`config.mk`:
```
export PLATFORM = sky130hd
export DESIGN_NAME = mem_stage_lsu
export DESIGN_NICKNAME = d
export VERILOG_FILES = /design/src/rtl/mem_stage_lsu.sv
export SDC_FILE = /design/constraint.sdc
export NUM_CORES = 1
export LEC_CHECK = 0
export BUFFER_PORTS_ARGS = -buffer_cell sky130_fd_sc_hd__buf_2
export CORE_MARGIN = 2
export CORE_UTILIZATION = 43
export DETAILED_ROUTE_END_ITERATION = 7
export PLACE_DENSITY = 0.77
export SYNTH_ARGS = -nofsm -noshare
export SYNTH_HDL_FRONTEND = slang
export SYNTH_SLANG_ARGS = --single-unit
```
`constraint.sdc`:
```
create_clock -name i_clk -period 2.4 [get_ports i_clk]
set_clock_uncertainty 0.2 [all_clocks]
set_input_delay 0.48 -clock i_clk [delete_from_list [all_inputs] [get_ports i_clk]]
set_output_delay 0.48 -clock i_clk [all_outputs]
set_load 0.01 [all_outputs]
```
`src/rtl/mem_stage_lsu.sv`:
```
// rtl/mem_stage_lsu.sv - MEM-stage load/store unit for the 5-stage RV32I pipeline
// Issues one data-memory access per memory instruction and stalls the pipeline until it completes.
module mem_stage_lsu #(
   parameter int ADDR_W = 32
) (
   input  logic              i_clk,
   input  logic              i_rst,
   input  logic              i_valid,
   input  logic              i_mem_read,
   input  logic              i_mem_write,
   input  logic [2:0]        i_funct3,
   input  logic [31:0]       i_alu_result,
   input  logic [31:0]       i_store_data,
   input  logic              i_reg_write,
   input  logic [4:0]        i_rd,
   output logic              o_dmem_req,
   output logic              o_dmem_we,
   output logic [ADDR_W-1:0] o_dmem_addr,
   output logic [31:0]       o_dmem_wdata,
   output logic [3:0]        o_dmem_wstrb,
   input  logic              i_dmem_ready,
   input  logic              i_dmem_rvalid,
   input  logic [31:0]       i_dmem_rdata,
   output logic              o_stall,
   output logic              o_mem_read,
   output logic              o_reg_write,
   output logic [4:0]        o_rd,
   output logic [31:0]       o_alu_result,
   output logic [31:0]       o_mem_data_out,
   output logic              o_exc
);

   localparam logic [2:0] F_B  = 3'b000;
   localparam logic [2:0] F_H  = 3'b001;
   localparam logic [2:0] F_W  = 3'b010;
   localparam logic [2:0] F_BU = 3'b100;
   localparam logic [2:0] F_HU = 3'b101;

   typedef enum logic [1:0] {
      IDLE = 2'd0,
      REQ  = 2'd1,
      WAIT = 2'd2,
      DONE = 2'd3
   } state_t;

   state_t state, state_n;

   logic              memop;
   logic              misaligned;
   logic              illegal;
   logic              start;
   logic [3:0]        st_wstrb;
   logic [31:0]       st_wdata;
   logic [7:0]        ld_byte;
   logic [15:0]       ld_half;
   logic [31:0]       ld_data;

   logic [ADDR_W-3:0] req_addr;
   logic              req_we;
   logic [2:0]        req_funct3;
   logic [1:0]        req_off;
   logic [31:0]       req_wdata;
   logic [3:0]        req_wstrb;

   assign memop = i_valid & (i_mem_read | i_mem_write);

   always_comb begin
      misaligned = 1'b0;
      case (i_funct3)
         F_H, F_HU: misaligned = i_alu_result[0];
         F_W:       misaligned = |i_alu_result[1:0];
         default:   misaligned = 1'b0;
      endcase
      // Loads accept B/H/W/BU/HU; stores only B/H/W.
      illegal = (i_mem_read  & ((i_funct3 == 3'b011) | (i_funct3[2:1] == 2'b11)))
              | (i_mem_write & (i_funct3 >= 3'b011));
   end

   assign o_exc = (state == IDLE) & memop & (misaligned | illegal);
   assign start = (state == IDLE) & memop & ~(misaligned | illegal);

   always_comb begin
      st_wstrb = 4'b1111;
      st_wdata = i_store_data;
      case (i_funct3[1:0])
         2'b00: begin
            st_wstrb = 4'b0001 << i_alu_result[1:0];
            st_wdata = {4{i_store_data[7:0]}};
         end
         2'b01: begin
            st_wstrb = i_alu_result[1] ? 4'b1100 : 4'b0011;
            st_wdata = {2{i_store_data[15:0]}};
         end
         default: begin
            st_wstrb = 4'b1111;
            st_wdata = i_store_data;
         end
      endcase
   end

   always_comb begin
      ld_byte = i_dmem_rdata[{req_off, 3'b000} +: 8];
      ld_half = i_dmem_rdata[{req_off[1], 4'b0000} +: 16];
      case (req_funct3)
         F_B:     ld_data = {{24{ld_byte[7]}}, ld_byte};
         F_H:     ld_data = {{16{ld_half[15]}}, ld_half};
         F_BU:    ld_data = {24'd0, ld_byte};
         F_HU:    ld_data = {16'd0, ld_half};
         default: ld_data = i_dmem_rdata;
      endcase
   end

   always_comb begin
      state_n = state;
      o_stall = 1'b0;
      case (state)
         IDLE: begin
            o_stall = start;
            if (start) state_n = REQ;
         end
         REQ: begin
            o_stall = 1'b1;
            if (i_dmem_ready) state_n = req_we ? DONE : WAIT;
         end
         WAIT: begin
            o_stall = 1'b1;
            if (i_dmem_rvalid) state_n = DONE;
         end
         DONE: begin
            o_stall = 1'b0;
            state_n = IDLE;
         end
         default: begin
            o_stall = 1'b0;
            state_n = IDLE;
         end
      endcase
   end

   always_ff @(posedge i_clk) begin
      if (i_rst) begin
         state          <= IDLE;
         req_addr       <= '0;
         req_we         <= 1'b0;
         req_funct3     <= 3'b000;
         req_off        <= 2'b00;
         req_wdata      <= 32'd0;
         req_wstrb      <= 4'b0000;
         o_mem_data_out <= 32'd0;
      end else begin
         state <= state_n;
         if (start) begin
            req_addr   <= i_alu_result[ADDR_W-1:2];
            req_we     <= i_mem_write;
            req_funct3 <= i_funct3;
            req_off    <= i_alu_result[1:0];
            req_wdata  <= st_wdata;
            req_wstrb  <= i_mem_write ? st_wstrb : 4'b0000;
         end
         if ((state == WAIT) && i_dmem_rvalid) o_mem_data_out <= ld_data;
      end
   end

   // Request fields come straight from the capture registers, so they cannot move while waiting for ready.
   assign o_dmem_req   = (state == REQ);
   assign o_dmem_we    = req_we;
   assign o_dmem_addr  = {req_addr, 2'b00};
   assign o_dmem_wdata = req_wdata;
   assign o_dmem_wstrb = req_wstrb;

   assign o_mem_read   = i_mem_read;
   assign o_reg_write  = i_reg_write & i_valid & ~o_exc;
   assign o_rd         = i_rd;
   assign o_alu_result = i_alu_result;

endmodule

```
==> impl_metrics.ini <==
[floorplan]
core_area_sq_um = 12700
pin_count = 255
num_rows = 41
die-area_sq_um = 14000
die_w_um = 118
die_h_um = 118
initial_core_util_pct = 44.2

[critical_path]
worst-r2r-setup-slack_ns = 0.35
crit_path_start_kind = primary input
crit_required_ns = 1.72
critPathCaptureType = output pin
crit_arrival_ns = 1.67
crit_fanout = 4
r2r_cells = 8
crit_type = in -> out

[drt]
wire_per_inst_um = 15.2
ant_nets = 0
drt_iter0_drc = 268
vias = 5278
drt_wl_total_mm = 15.9
first_pass_iters = 4
vias_per_cell = 5.05
drc = 0

[final_layout]
post_route_cells_drive_above_1_share_pct = 37.3
fin_nets = 985
diodes = 0
stdcell_area_sq_um = 7100
syn_to_final_growth_pct = 26.8

[cts]
cts_hold_buf = 0
clock_sinks = 106
clk_latency_ns = 0.35
cts_made_buffers = 9
clk_path_buf_depth = 2
path_clk_slew_ns = 0.07
ctsRootBufferMaster = clkbuf_16
htreeDepth = 3
cts_tree = yes

[timing]
rsz0062_at_grt = yes
layout_min_cycle_time_ns = 2.35
drv_slew = 0
period_share_pct = 97.8
worst_pin_slew_ns = 0.733
finalHoldViolations = 0
setup_viol = 0
slew-limit-headroom_pct = 51.0
clock.fmax_mhz = 426
hold_ws_ns = 0.179

[yosys]
synthDistinctLibCells = 41
netlist_area_sq_um = 5600
yosysWarnings = 0
synth_cells = 674
yosysSeqAreaShare_pct = 37.9
synth.ff_latch_count = 106
synth_top_area_share_pct = 37.9
synth_area_leaders = dfxtp_1 38%, mux2i_1 13%, nand2_1 11%
syn_avg_cell_area_sq_um = 8.31
synth_top_area_cell = dfxtp_1

[global_routing]
grt_pass1_vias = 4884
grt_max_degree = 77
grt_use_total_pct = 22.2
antenna_found_initial = 0
grt_overflow = 0
grt_pass1_wl_mm = 25.2

[job]
maxCapViolCount = 0

[placed_design]
io_buffers = 242
post_dp_cell_area_sq_um = 6750
place.gp.congestion = 0.870
place_hpwl_mm = 11.9

[pwr]
peakVddDrop_mv = 0.319
power_leakage_nw = 3.38
power_density_nw_per_um2 = 654

[hold_path]
holdPathStages = 3
hp-class = in -> reg

[run_status]
status = finished, final reports clean
[timing repair]
item,CTS,global route
gates resized for setup,6,6
endpoints found under the setup margin,3,3
setup buffers,2,2
pin swaps,0,1
[worst max-delay path: stages]
cell     delay [ns]
buf_2          0.12
nor4_1         0.39
buf_4          0.19
inv_1          0.08
a21oi_4        0.14
mux2_4         0.16
buf_6          0.10
[cell usage after synthesis (all sizes together)]
cell type  count
a22o           1
mux4           1
clkbuf        37
nand3          8
o21ai         38
o211ai         1
a211oi        32
a221o          2
a21o           1
mux2          19
inv           24
nand2b         1
a211o          7
o31a           1
o31ai          7
nand2        166
o21bai         1
nor4           2
a21oi         43
ha             4
o21a           1
mux2i         71
conb           1
buf           55
nor4b          3
dfxtp        106
a31o           4
a21boi         1
nor3b          1
and2           1
a31oi          1
nor2b          8
and3b          7
nor2          18
[routing by layer]
layer | vias up | global-route usage (%) | part of all wire (%) | routed length, um
met5 | - | 0 | 0 | 0
met4 | 0 | 7.23 | 1.8 | 280
met3 | 17 | 5.09 | 7.3 | 1170
met2 | 209 | 36.5 | 47 | 7560
met1 | 2417 | 28.8 | 43 | 6920
li1 | 2635 | - | - | -
[stage by stage]
stage / cells / utilization [%] / setup TNS (ns) / worst slack (ns) / total power, mW
after CTS: 1044 / 55.8 / 0 / 0.0000637 / 4.66
after global routing: 1046 / 56.0 / -0.0396 / -0.0367 / 4.91
after global placement: 1026 / 53.3 / 0 / 0.0594 / 3.20
after detailed placement: 1026 / 53.3 / 0 / 0.0522 / 3.22
after floorplan: 675 / - / 0 / 0.0000618 / 2.80
final: 1046 / 56.0 / 0 / 0.0523 / 4.65
[power breakdown]
| part | total, mW | switching, mW | internal, mW |
|---|---|---|---|
| Sequential | 2.02 | 0.0960 | 1.92 |
| Clock | 1.41 | 0.670 | 0.737 |
| Combinational | 1.22 | 0.669 | 0.552 |
[flip-flops by register name (all words and copies together) (netlist names)]
name            flops
o_dmem_wdata       32
o_dmem_we           1
o_dmem_wstrb        4
o_mem_data_out     32
req_addr           30
req_funct3          3
req_off             2
state               2
[path summary, 6_finish.rpt]
check                                        to            start
worst min-delay path                req_addr[0]  i_alu_result[2]
worst min register to register  o_dmem_wstrb[3]  o_dmem_wstrb[3]
worst max-delay path                    o_stall      i_funct3[2]
worst max register to register         state[1]         state[1]
[kinds of logic (layout without fill, tap and decap cells)]
logic type / count (synthesis) / count (layout) / share of synthesized area (%)
multiplexers: 91 / 91 / 16.9
other: 1 / 2 / 0.0670
flip-flops: 106 / 106 / 37.9
AND/OR/NAND/NOR: 215 / 215 / 16.1
adder cells (fa/ha/maj): 4 / 4 / 0.894
buffers and inverters: 116 / 315 / 11.5
AO/OA/AOI/OAI: 141 / 141 / 16.6
[layout make-up]
type | count | area, sq um
clock inverters | 5 | 40.0
multi-input cells | 453 | 2870
fillers | 1197 | 5570
clock buffers | 11 | 243
inverters | 24 | 95.1
flip-flops and latches | 106 | 2130
well taps | 172 | 215
repair buffers | 275 | 1520
[layout by cell type, fill, tap and decap left out, types with 4 or more instances in the layout]
cell type and n:
buf_2 241, nand2_1 166, dfxtp_1 104, mux2i_1 71
a21oi_1 42, o21ai_0 38, buf_4 29, a211oi_1 23
inv_1 21, nor2_1 18, mux2_2 17, clkbuf_16 9
nor2b_1 8, a211oi_2 8, nand3_1 8, and3b_1 7
a211o_1 7, o31ai_1 7, a31o_1 4, buf_12 4
No activity file was read; power rests on OpenSTA's default activity.
